**src/rtl/dmem_arbiter.sv**
```systemverilog
// rtl/dmem_arbiter.sv - two-requester data memory arbiter: core priority, ext bursts, starvation bound
// Core owns the memory combinationally outside bursts; the external requester gets whole bursts.
module dmem_arbiter #(
    parameter int ADDR_W = 8,
    parameter int DATA_W = 8,
    parameter int LEN_W  = 4,
    parameter int STARVE = 4
) (
    input  logic              clk,
    input  logic              rst,

    input  logic              core_rd,
    input  logic              core_wr,
    input  logic [ADDR_W-1:0] core_addr,
    input  logic [DATA_W-1:0] core_wdata,
    output logic [DATA_W-1:0] core_rdata,
    output logic              core_stall,

    input  logic              ext_req,
    input  logic              ext_we,
    input  logic [ADDR_W-1:0] ext_addr,
    input  logic [LEN_W-1:0]  ext_len,
    input  logic [DATA_W-1:0] ext_wdata,
    output logic              ext_ack,
    output logic              ext_beat,
    output logic [DATA_W-1:0] ext_rdata,
    output logic              ext_done,

    output logic [ADDR_W-1:0] mem_access_addr,
    output logic [DATA_W-1:0] mem_write_data,
    output logic              mem_write_en,
    output logic              mem_read,
    input  logic [DATA_W-1:0] mem_read_data
);

    localparam int SC_W = (STARVE > 1) ? $clog2(STARVE + 1) : 1;
    localparam logic [SC_W-1:0] STARVE_LAST = SC_W'(STARVE - 1);

    typedef enum logic [1:0] {
        ST_IDLE  = 2'd0,
        ST_BURST = 2'd1,
        ST_SLOT  = 2'd2
    } state_t;

    state_t            state_q, state_d;
    logic [ADDR_W-1:0] addr_q, addr_d;
    logic [LEN_W-1:0]  cnt_q, cnt_d;
    logic              we_q, we_d;
    logic              ack_q, ack_d;
    logic [SC_W-1:0]   starve_q, starve_d;

    logic core_busy;
    logic in_burst;
    logic grant;

    always_comb begin
        core_busy = core_rd | core_wr;
        in_burst  = (state_q == ST_BURST);
        grant     = (state_q == ST_IDLE) && ext_req &&
                    (!core_busy || (starve_q == STARVE_LAST));

        state_d  = state_q;
        addr_d   = addr_q;
        cnt_d    = cnt_q;
        we_d     = we_q;
        ack_d    = 1'b0;
        starve_d = starve_q;

        case (state_q)
            ST_IDLE: begin
                if (grant) begin
                    state_d  = ST_BURST;
                    addr_d   = ext_addr;
                    cnt_d    = ext_len;
                    we_d     = ext_we;
                    ack_d    = 1'b1;
                    starve_d = '0;
                end else if (ext_req) begin
                    if (starve_q != STARVE_LAST)
                        starve_d = starve_q + SC_W'(1);
                end else begin
                    starve_d = '0;
                end
            end
            ST_BURST: begin
                addr_d = addr_q + ADDR_W'(1);
                cnt_d  = cnt_q - LEN_W'(1);
                if (cnt_q == '0)
                    state_d = ST_SLOT;
            end
            // The guaranteed core slot: no grant evaluation, starvation count frozen.
            ST_SLOT: begin
                state_d = ST_IDLE;
            end
            default: begin
                state_d = ST_IDLE;
            end
        endcase
    end

    always_ff @(posedge clk or negedge rst) begin
        if (!rst) begin
            state_q  <= ST_IDLE;
            addr_q   <= '0;
            cnt_q    <= '0;
            we_q     <= 1'b0;
            ack_q    <= 1'b0;
            starve_q <= '0;
        end else begin
            state_q  <= state_d;
            addr_q   <= addr_d;
            cnt_q    <= cnt_d;
            we_q     <= we_d;
            ack_q    <= ack_d;
            starve_q <= starve_d;
        end
    end

    // Memory strobes are gated by rst so nothing is written or read while held in reset.
    always_comb begin
        if (in_burst) begin
            mem_access_addr = addr_q;
            mem_write_data  = ext_wdata;
            mem_write_en    = we_q & rst;
            mem_read        = ~we_q & rst;
            core_stall      = core_busy;
        end else begin
            mem_access_addr = core_addr;
            mem_write_data  = core_wdata;
            mem_write_en    = core_wr & rst;
            mem_read        = core_rd & rst;
            core_stall      = 1'b0;
        end
    end

    assign core_rdata = mem_read_data;
    assign ext_rdata  = mem_read_data;
    assign ext_ack    = ack_q;
    assign ext_beat   = in_burst;
    assign ext_done   = in_burst && (cnt_q == '0);

endmodule

```
**config.mk**
```make
export PLATFORM = sky130hd
export DESIGN_NAME = dmem_arbiter
export DESIGN_NICKNAME = d
export VERILOG_FILES = /design/src/rtl/dmem_arbiter.sv
export SDC_FILE = /design/constraint.sdc
export NUM_CORES = 1
export LEC_CHECK = 0
export CAP_MARGIN = 20
export CORE_UTILIZATION = 33
export CTS_CLUSTER_DIAMETER = 50
export CTS_CLUSTER_SIZE = 12
export DETAILED_ROUTE_END_ITERATION = 10
export HOLD_SLACK_MARGIN = 0.1
export PLACE_DENSITY_LB_ADDON = 0.12
export SETUP_SLACK_MARGIN = 0.15
export SYNTH_ARGS = -nofsm -noshare
export SYNTH_HDL_FRONTEND = slang
export SYNTH_SLANG_ARGS = --single-unit
export TNS_END_PERCENT = 100
```
**constraint.sdc**
```tcl
create_clock -name clk -period 1.6 [get_ports clk]
set_input_delay 0.32 -clock clk [delete_from_list [all_inputs] [get_ports clk]]
set_output_delay 0.32 -clock clk [all_outputs]
set_load 0.01 [all_outputs]
```
==> impl_metrics.env <==
export IMPL_cp_num_cells=7
export IMPL_final_cycle_utilization_of_the_critical_path_pct=105
export IMPL_timing_setup_critical_path_class="reg2reg"
export IMPL_worst_slew_pin_transition_ps=322
export IMPL_place_worst_setup_slack_ps=-351
export IMPL_vias_in_the_first_global_route=1600
export IMPL_critPathTopFamily="compound AO/OA/AOI/OAI gates"
export IMPL_crit_path_top_delay_cell="dfrtp_1"
export IMPL_switching_power_mw=2.47
export IMPL_min_path_type="in2async"
export IMPL_crit_path_cell_trace="ha_2 -> ha_4 -> o21bai_4 -> a31oi_4 -> buf_12 -> a21oi_2 -> a2bb2oi_1"
export IMPL_hpwl_um=3160
export IMPL_final_cells=323
export IMPL_syn_cell_area_um2=1360
export IMPL_synth_sequential_area_ratio_pct=34.9
export IMPL_share_of_cells_above_drive_strength_1_pct=54.5
export IMPL_final_max_slew_violation_count=0
export IMPL_internal_power_mw=3.14
export IMPL_power_leakage_nw=1.30
export IMPL_post_synth_most_frequent_cells="57 x nand2_1, 19 x dfrtp_1, 18 x buf_4, 11 x nor2_1"
export IMPL_gp_routability_congestion=0.801
export IMPL_synthMostInstantiatedCell="nand2_1"
export IMPL_violations="negative setup slack"
export IMPL_rsz_0062_raised_after_global_routing="yes"
export IMPL_floorplan_core_area_um2=3800
export IMPL_route_vias_total=1625
export IMPL_num_antenna_cells=0
export IMPL_synth_largest_area_cell="dfrtp_1"
export IMPL_netlist_top_cells_area="dfrtp_1 35%, nand2_1 16%, buf_4 9.9%, a21oi_1 3.7%, ha_1 3.7%"
export IMPL_detailroute_wirelength_met3_um=190
export IMPL_ys_warn_count=0
export IMPL_yosys_register_bits=19
export IMPL_start_kind="flop"
export IMPL_critPathLaunch="starve_q[0]$_DFFE_PN0P_"
export IMPL_clkTransAtPathRegs_ps=80
export IMPL_period_minus_slack_ps=1690
export IMPL_yosysTopAreaCellShare_pct=34.9
export IMPL_worstPathRequired_ps=1740
export IMPL_hold_viol=0
export IMPL_yosys_cell_types_count=28
export IMPL_worst_path_largest_cell_delay_ps=390
export IMPL_regToRegEndpoint="addr_q[4]$_DFFE_PN0P_"
export IMPL_r2r_start="starve_q[0]$_DFFE_PN0P_"
export IMPL_fin_worst_skew_ps=4.34
export IMPL_critical_path_sink="addr_q[4]$_DFFE_PN0P_"
export IMPL_cts_sinks=19
export IMPL_global_route_overflow_total=0
export IMPL_post_synth_cell_area_avg_um2=7.48
export IMPL_track_usage_pct=22.6
export IMPL_dominantRegCellSynth="dfrtp_1"
export IMPL_timing_critical_path_to_type="flop"
export IMPL_synth_fp_nets=236
export IMPL_routed_top_layer="met4"
export IMPL_final_setup_viol_count=22
export IMPL_grt_antenna_before_repair=0
export IMPL_timing_hold_ws_ps=501
export IMPL_numCtsBuffers=3
export IMPL_detail_route_wirelength_um=5280
export IMPL_synth_edff_count=0
export IMPL_routed_met1_length_um=2140
export IMPL_fin_ws_ps=-85.0
export IMPL_share_clk_of_total_power_pct=6.2
export IMPL_layout_nets=330
export IMPL_rows=22
export IMPL_drt_drc_violations_left=0
export IMPL_sequentialPowerShare_pct=16.5
export IMPL_power_density_nw_per_um2=2010
export IMPL_slew_limit_headroom_pct=78.5
export IMPL_die_w_um=66.2
export IMPL_cts_root_buffer_cell="clkbuf_8"
export IMPL_htree_num_levels=1
export IMPL_detailroute_wirelength_met2_um=2930
export IMPL_routed_wire_length_per_instance_um=16.4
export IMPL_vias_per_cell=5.03
export IMPL_path_buf_inv=1
export IMPL_floorplan_initialDensity_pct=35.8
export IMPL_clk_path_buf_depth=2
export IMPL_antenna_nets_post_route=0
export IMPL_clk_latency_ps=260
export IMPL_drc_marker_count_from_the_first_detailed_route_iteration=55
export IMPL_comb_pwr_share_pct=77.3
export IMPL_path_max_fanout=6
export IMPL_endpoint_arrival_time_on_the_critical_path_ps=1820
export IMPL_netlist_instances=182
export IMPL_worst_ir_drop_vdd_mv=1.17
export IMPL_ff2ff_setup_slack_ps=-90
export IMPL_max_cap_violations=0
export IMPL_switching_share_pct=44.0
export IMPL_r2r_cells=7
export IMPL_area_growth_syn_to_layout_pct=105
export IMPL_global_route_wire_length_before_repair_um=7510
export IMPL_die_h_um=66.2
export IMPL_drt_first_pass_iters=4
export IMPL_floorplan_die_area_um2=4390
export IMPL_tritoncts="built"
export IMPL_pin_count_of_the_biggest_net_entering_global_routing=13
export IMPL_floorplan_io_pins=88
export IMPL_status="finished, violations left"
export IMPL_io_buffers=63
export IMPL_place_detailed_instances=295
export IMPL_async_flop_share_pct=100
export IMPL_max_freq_mhz=593
export IMPL_totalPowerFinal_mw=5.61
[repair_timing]
item | in CTS | in global routing
setup buffers | 14 | 7
cloned | 2 | 1
gates resized for setup | 168 | 49
hold buffers | 0 | 0
pin swaps | 38 | 26
setup endpoints to repair | 34 | 36
[cell type report]
class	count	area [µm²]
clock buffers	3	41.3
well taps	48	60.1
clock inverters	1	7.51
fillers	251	1010
inverters	7	41.3
repair buffers	111	1100
repair inverters	2	27.5
multi-input cells	132	1030
flip-flops and latches	19	475
[flip-flops by register name (all words and copies together), names as in the netlist]
register / count
addr_q: 8
cnt_q: 4
ext_ack: 1
starve_q: 3
state_q: 2
we_q: 1
[worst min path at each step]
stage	from	to	slack (ps)	cells after the start
after detailed placement	we_q$_DFFE_PN0P_	we_q$_DFFE_PN0P_	490	2
final	rst	we_q$_DFFE_PN0P_	500	2
after global routing	rst	cnt_q[1]$_DFFE_PN0P_	490	2
after floorplan	rst	addr_q[0]$_DFFE_PN0P_	20	0
after CTS	rst	ext_ack$_DFF_PN0_	460	2
after global placement	we_q$_DFFE_PN0P_	we_q$_DFFE_PN0P_	490	2
[metal layers]
| metal | GRT usage, % | vias up |
|---|---|---|
| met5 | 0 | - |
| met3 | 3.79 | 4 |
| met1 | 27.3 | 800 |
| met2 | 41.1 | 32 |
| met4 | 5.59 | 0 |
| li1 | - | 789 |
[power groups by stage]
| stage | Sequential (mW) | Combinational (mW) | Clock (mW) |
|---|---|---|---|
| 6_report | 0.927 | 4.33 | 0.348 |
| 5_1_grt | 0.950 | 4.59 | 0.381 |
| 4_1_cts | 0.896 | 3.68 | 0.360 |
| 3_5_place_dp | 0.860 | 2.70 | 0 |
| 3_3_place_gp | 0.844 | 2.61 | 0 |
| 2_1_floorplan | 0.860 | 1.54 | 0 |
[per-stage QoR]
step	TNS (ps)	util, %	area [µm²]
after floorplan	0	-	1430
after global placement	-4480	55.9	2120
after detailed placement	-5360	55.9	2120
after CTS	-589	66.6	2530
after global routing	-2400	73.4	2790
final	-915	73.4	2790
[layout by cell type, fill, tap and decap left out, types with 4 or more instances in the layout]
cell type | synthesis | final
a21oi_2 | 0 | 8
buf_2 | 2 | 8
buf_4 | 18 | 29
buf_6 | 2 | 23
buf_8 | 0 | 5
clkdlybuf4s50_1 | 0 | 41
dfrtp_1 | 19 | 19
inv_1 | 6 | 5
nand2_1 | 57 | 21
nand2_2 | 0 | 22
nand2_4 | 0 | 14
nand3_1 | 7 | 5
nor2_1 | 11 | 5
nor2_4 | 0 | 4
o21ai_0 | 10 | 4
o21ai_2 | 0 | 8
o22ai_1 | 5 | 5
[cells by family after synthesis]
logic type / Yosys count / synth area share [%]
AOI/OAI and AO/OA: 41 / 19.1
and+or+nand+nor: 86 / 26.6
adders and majority gates: 4 / 3.68
muxes: 1 / 0.735
buffers and inverters: 31 / 15.0
DFF: 19 / 34.9
Power figures use the tool's default switching activity.
